<file path="src/rtl/chunked_adder.sv">
// -----------------------------------------------------------------------------
// chunked_adder
//
// Multi-cycle adder: Result = DataA + DataB + CarryIn. Each cycle it adds one
// ChunkBits-wide slice of the operands, starting with the least-significant
// slice. The carry between slices is held in a register. This keeps the
// combinational carry chain to ChunkBits+1 bits, so wide accumulations can
// meet timing.
//
// Ports:
//   Clock    - system clock; all state changes on its rising edge
//   Reset    - synchronous, active-high reset (has priority over Start)
//   Start    - request a new addition; only honoured when not Busy
//   CarryIn  - carry into bit 0
//   DataA    - operand A, captured together with Start
//   DataB    - operand B, captured together with Start
//   Busy     - high while slices are being added
//   Done     - one-cycle pulse; Result/CarryOut/Overflow valid from here on
//   CarryOut - carry out of the top bit (unsigned overflow)
//   Overflow - signed two's-complement overflow
//   Result   - sum modulo 2^NrOfBits
// -----------------------------------------------------------------------------
module chunked_adder #(
  parameter int NrOfBits  = 32,
  parameter int ChunkBits = 8
) (
  input  logic                Clock,
  input  logic                Reset,
  input  logic                Start,
  input  logic                CarryIn,
  input  logic [NrOfBits-1:0] DataA,
  input  logic [NrOfBits-1:0] DataB,
  output logic                Busy,
  output logic                Done,
  output logic                CarryOut,
  output logic                Overflow,
  output logic [NrOfBits-1:0] Result
);

  localparam int NrOfChunks = NrOfBits / ChunkBits;
  // With a single chunk the index is always zero. It still needs one bit so
  // that the register has a legal width.
  localparam int IdxBits = (NrOfChunks > 1) ? $clog2(NrOfChunks) : 1;
  localparam logic [IdxBits-1:0] LastIdx = IdxBits'(NrOfChunks - 1);
  localparam int Msb = NrOfBits - 1;

  typedef enum logic [1:0] {
    IDLE,
    RUN,
    DONE
  } state_e;

  state_e state_q, state_d;

  logic [NrOfBits-1:0] opA_q, opA_d;
  logic [NrOfBits-1:0] opB_q, opB_d;
  logic [NrOfBits-1:0] sum_q, sum_d;
  logic [IdxBits-1:0]  idx_q, idx_d;
  logic                carry_q, carry_d;

  logic [NrOfBits-1:0] result_q, result_d;
  logic                carryOut_q, carryOut_d;
  logic                overflow_q, overflow_d;

  logic [ChunkBits-1:0] sliceA, sliceB;
  logic [ChunkBits:0]   sliceSum;

  // Slice adder for the chunk selected by the index. It is one bit wider than
  // a chunk, so its top bit is the carry into the next chunk.
  always_comb begin
    sliceA   = opA_q[idx_q*ChunkBits +: ChunkBits];
    sliceB   = opB_q[idx_q*ChunkBits +: ChunkBits];
    sliceSum = {1'b0, sliceA} + {1'b0, sliceB} + {{ChunkBits{1'b0}}, carry_q};
  end

  // Next-state and datapath control.
  // The visible result registers are loaded only on the step into DONE.
  // Because of that, they never show a partially built sum.
  always_comb begin
    state_d    = state_q;
    opA_d      = opA_q;
    opB_d      = opB_q;
    sum_d      = sum_q;
    idx_d      = idx_q;
    carry_d    = carry_q;
    result_d   = result_q;
    carryOut_d = carryOut_q;
    overflow_d = overflow_q;

    unique case (state_q)
      IDLE, DONE: begin
        if (Start) begin
          opA_d   = DataA;
          opB_d   = DataB;
          carry_d = CarryIn;
          idx_d   = '0;
          sum_d   = '0;
          state_d = RUN;
        end else begin
          state_d = IDLE;
        end
      end

      RUN: begin
        sum_d[idx_q*ChunkBits +: ChunkBits] = sliceSum[ChunkBits-1:0];
        carry_d = sliceSum[ChunkBits];
        if (idx_q == LastIdx) begin
          state_d    = DONE;
          result_d   = sum_d;
          carryOut_d = sliceSum[ChunkBits];
          // Signed overflow: the operands share a sign bit, but the sum's
          // sign bit differs from it.
          overflow_d = (opA_q[Msb] == opB_q[Msb]) && (sum_d[Msb] != opA_q[Msb]);
        end else begin
          idx_d = idx_q + IdxBits'(1);
        end
      end

      default: state_d = IDLE;
    endcase
  end

  // State and datapath registers, with synchronous reset.
  always_ff @(posedge Clock) begin
    if (Reset) begin
      state_q    <= IDLE;
      opA_q      <= '0;
      opB_q      <= '0;
      sum_q      <= '0;
      idx_q      <= '0;
      carry_q    <= 1'b0;
      result_q   <= '0;
      carryOut_q <= 1'b0;
      overflow_q <= 1'b0;
    end else begin
      state_q    <= state_d;
      opA_q      <= opA_d;
      opB_q      <= opB_d;
      sum_q      <= sum_d;
      idx_q      <= idx_d;
      carry_q    <= carry_d;
      result_q   <= result_d;
      carryOut_q <= carryOut_d;
      overflow_q <= overflow_d;
    end
  end

  assign Busy     = (state_q == RUN);
  assign Done     = (state_q == DONE);
  assign Result   = result_q;
  assign CarryOut = carryOut_q;
  assign Overflow = overflow_q;

endmodule

</file>
<file path="config.mk">
export PLATFORM = sky130hd
export DESIGN_NAME = chunked_adder
export DESIGN_NICKNAME = d
export VERILOG_FILES = /design/src/rtl/chunked_adder.sv
export SDC_FILE = /design/constraint.sdc
export NUM_CORES = 1
export LEC_CHECK = 0
export ABC_AREA = 1
export CORE_UTILIZATION = 25
export CTS_CLUSTER_SIZE = 16
export DETAILED_ROUTE_END_ITERATION = 10
export MAX_ROUTING_LAYER = met4
export PLACE_DENSITY = 0.52
export SKIP_CTS_REPAIR_TIMING = 1
export SLEW_MARGIN = 20
export SYNTH_ARGS = -nofsm -noshare
export SYNTH_HDL_FRONTEND = slang
export SYNTH_SLANG_ARGS = --single-unit
</file>
<file path="constraint.sdc">
create_clock -name Clock -period 7 [get_ports Clock]
set_clock_uncertainty 0.2 [all_clocks]
set_input_delay 1.05 -clock Clock [delete_from_list [all_inputs] [get_ports Clock]]
set_output_delay 1.05 -clock Clock [all_outputs]
set_load 0.01 [all_outputs]
</file>
==> qor.txt <==
status - finished, final reports clean
Psw - 0.0005886 W
hold path depth - 2
top-count cell post-synth - nor2_1
number of remaining DRC errors - 0
cells on worst reg2reg path - 13
TritonCTS clock tree - yes
routed vias - 5568
Avg Vias per Cell - 4.534
leading post-synthesis cells by cell area - dfxtp_1 45%, nor2_1 12%, o21ai_0 9.1%
crit path max fanout - 21
Die Span X - 157.2 µm
met2 Use GR - 21.87%
HP Class - register to register
CTS Buf Count - 17
Max-Cap Viols - 0
routing usage on met3 - 2.450%
DRT antenna net count - 0
Setup-failing EPs final - 0
post-DP HPWL - 11900 µm
io pins - 104
area added between synthesis and finish - 30.99%
worst slew pin tran - 1.021 ns
total track usage - 14.59%
Diodes inserted - 0
Nets - 979
CTS Sinks - 135
Synth Net Count - 900
post-synth top area cell - dfxtp_1
EDFF count, synth - 0
Yosys reg bits - 135
CTS root buf - clkbuf_16
Tmin final - 3.847 ns
H-tree depth - 4
Arr. time, crit path - 4.00 ns
CP Capture Type - register
Peak Freq - 260.0 MHz
Hold Crit Start - sum_q[4]
mean routed wirelength per cell - 13.94 µm
Reg-to-Reg End - sum_q[28]
vias in the first global route - 5070
Synth top area share - 44.90%
core area - 23540 µm²
final hold violation count - 0
share of cells above drive strength 1 - 6.711%
met1 Use GR - 19.93%
hold path endpoint - sum_q[4]
register area share after synthesis - 44.90%
peak supply drop - 125.2 µV
non-filler instance count after layout - 1228
Reg-to-Reg Start - idx_q[1]
die height - 157.2 µm
ys flop type - dfxtp_1
Net Sw Frac - 27.56%
Power Internal - 0.001547 W
Bufs on Longest Clock Path - 2
Yosys cell types - 36
setup TNS - 0 ns
YS warnings - 0
Power Density - 270.8 nW/µm²
Final WS setup - 3.153 ns
final WL - 17110 µm
critical path type - register to register
Lkg Pwr - 3.141 nW
clock-pin slew of the registers on the worst-case setup and hold paths - 0.05 ns
first-pass iteration count of the detailed router - 5
placed instance count - 1196
port buffer count - 103
clock power share - 42.7%
pre-CTS worst setup slack - 2.971 ns
cell area after synthesis - 6020 µm²
RSZ-0062 raised after global routing - no
Clk Latency, worst-skew pair - 0.42 ns
required time worst endpoint - 7.16 ns
Combinational Power Share - 18.0%
Syn Inst Count - 817
initial detailed-routing violation count - 376
Final GP Congestion - 0.7778
Seq pwr share - 39.2%
Die Area - 24700 µm²
first-pass GRT wire length - 26940 µm
Util after Layout - 33.49%
GRT Residual Overflow - 0
Tcrit/Tclk final - 54.95%
average cell area after synthesis - 7.368 µm²
Std-Cell Rows - 56
relative slew slack - 31.67%
largest net degree at the start of global routing - 68
Initial Utilization - 25.57%
GR peak layer - met2
setup slack, reg-to-reg - 3.15 ns
Post-synth top cells - 190 x nor2_1, 135 x dfxtp_1, 132 x nand2_1
initial antenna violation count - 0
crit path launch type - register
Slew Limit Fails - 0
fraction of registers with async set/reset - 0%
==> metrics by stage <==
step	cell area, µm²	power, W	hold slack, ns
after global placement	7283	0.001241	0.2511
final	7885	0.002136	0.2632
after floorplan	6020	0.001101	0.2445
after CTS	7885	0.002160	0.2655
after detailed placement	7283	0.001242	0.2580
after global routing	7885	0.002239	0.2781
==> flip-flops by register name, summed over array words and instances (netlist names) <==
name	count
Result	32
opA_q	32
opB_q	32
sum_q	32
idx_q	2
state_q	2
CarryOut	1
Overflow	1
carry_q	1
==> layer usage <==
layer | part of all wire, % | vias to the layer above
li1 | - | 2875
met1 | 51 | 2535
met2 | 44 | 145
met3 | 4.1 | 13
met4 | 1.1 | 0
met5 | 0 | -
==> cells by family (layout without fill, tap and decap cells) <==
family / count (synthesis) / count (layout) / share of synthesized area [%]
xor gates and xnor gates: 2 / 2 / 0.2911
DFF: 135 / 135 / 44.90
buffers and inverters: 87 / 179 / 6.048
adders and majority gates: 15 / 15 / 3.367
and+or+nand+nor: 378 / 378 / 26.25
AOI/OAI and AO/OA: 200 / 200 / 19.14
==> critical path, cell delays in order (launching register included) <==
cell     delay [ns]
dfxtp_1        0.80
inv_1          0.54
o21ai_0        0.20
o22ai_1        0.13
fa_1           0.44
fa_1           0.45
nand3_1        0.14
nand3_1        0.08
nand2_1        0.08
nand3_1        0.10
nor2_1         0.20
a22oi_1        0.14
o21a_1         0.21
nor2_1         0.07
==> final cells by class <==
class / count / area (µm²)
fill: 2595 / 15660
multi-input combinational: 595 / 2955
sequential: 135 / 2703
timing repair buffer: 109 / 1076
clock buffer: 24 / 481.7
tap: 319 / 399.1
inverter: 38 / 150.1
clock inverter: 8 / 120.1
==> power by group through the flow <==
stage / combinational, W / sequential [W] / clock, W
final: 0.000385 / 0.000838 / 0.000913
after global placement: 0.000387 / 0.000854 / 0
after detailed placement: 0.000388 / 0.000855 / 0
after global routing: 0.000433 / 0.000843 / 0.000963
after CTS: 0.000389 / 0.000838 / 0.000932
after floorplan: 0.000249 / 0.000852 / 0
==> placed cells by master (no fill, tap or decap), types with 2 or more instances in the layout <==
cell	synthesis	layout
xor2_1	2	2
o22ai_1	16	16
dfxtp_1	135	135
clkinvlp_4	0	2
o21ai_2	10	10
clkbuf_16	0	17
bufinv_16	0	3
o21ai_1	2	2
fa_1	2	2
o21ai_0	109	109
a31oi_1	2	2
nor2_8	3	3
clkdlybuf4s50_1	0	103
o21a_1	2	2
a2bb2oi_1	11	11
buf_4	1	6
o21bai_1	3	3
nand4_1	4	4
a22o_1	4	4
nand2_2	1	2
clkbuf_1	26	4
inv_1	29	28
nand3_1	43	43
nor2_1	190	190
a22oi_1	9	9
a21oi_1	32	32
ha_1	13	13
nand2_1	132	131
clkinv_2	0	3
inv_2	3	5
clkinv_1	4	3
clkbuf_8	0	3
==> worst max-delay path by stage <==
| stage | from | end | slack [ns] | depth (start not counted) |
|---|---|---|---|---|
| after floorplan | idx_q[0] | sum_q[26] | 3.95 | 15 |
| after detailed placement | Start | sum_q[12] | 2.97 | 8 |
| final | idx_q[1] | sum_q[28] | 3.15 | 13 |
| after CTS | idx_q[1] | sum_q[28] | 3.16 | 13 |
| after global routing | idx_q[1] | sum_q[28] | 2.80 | 13 |
| after global placement | Start | sum_q[12] | 3.04 | 8 |
No activity file was read; power rests on OpenSTA's default activity.
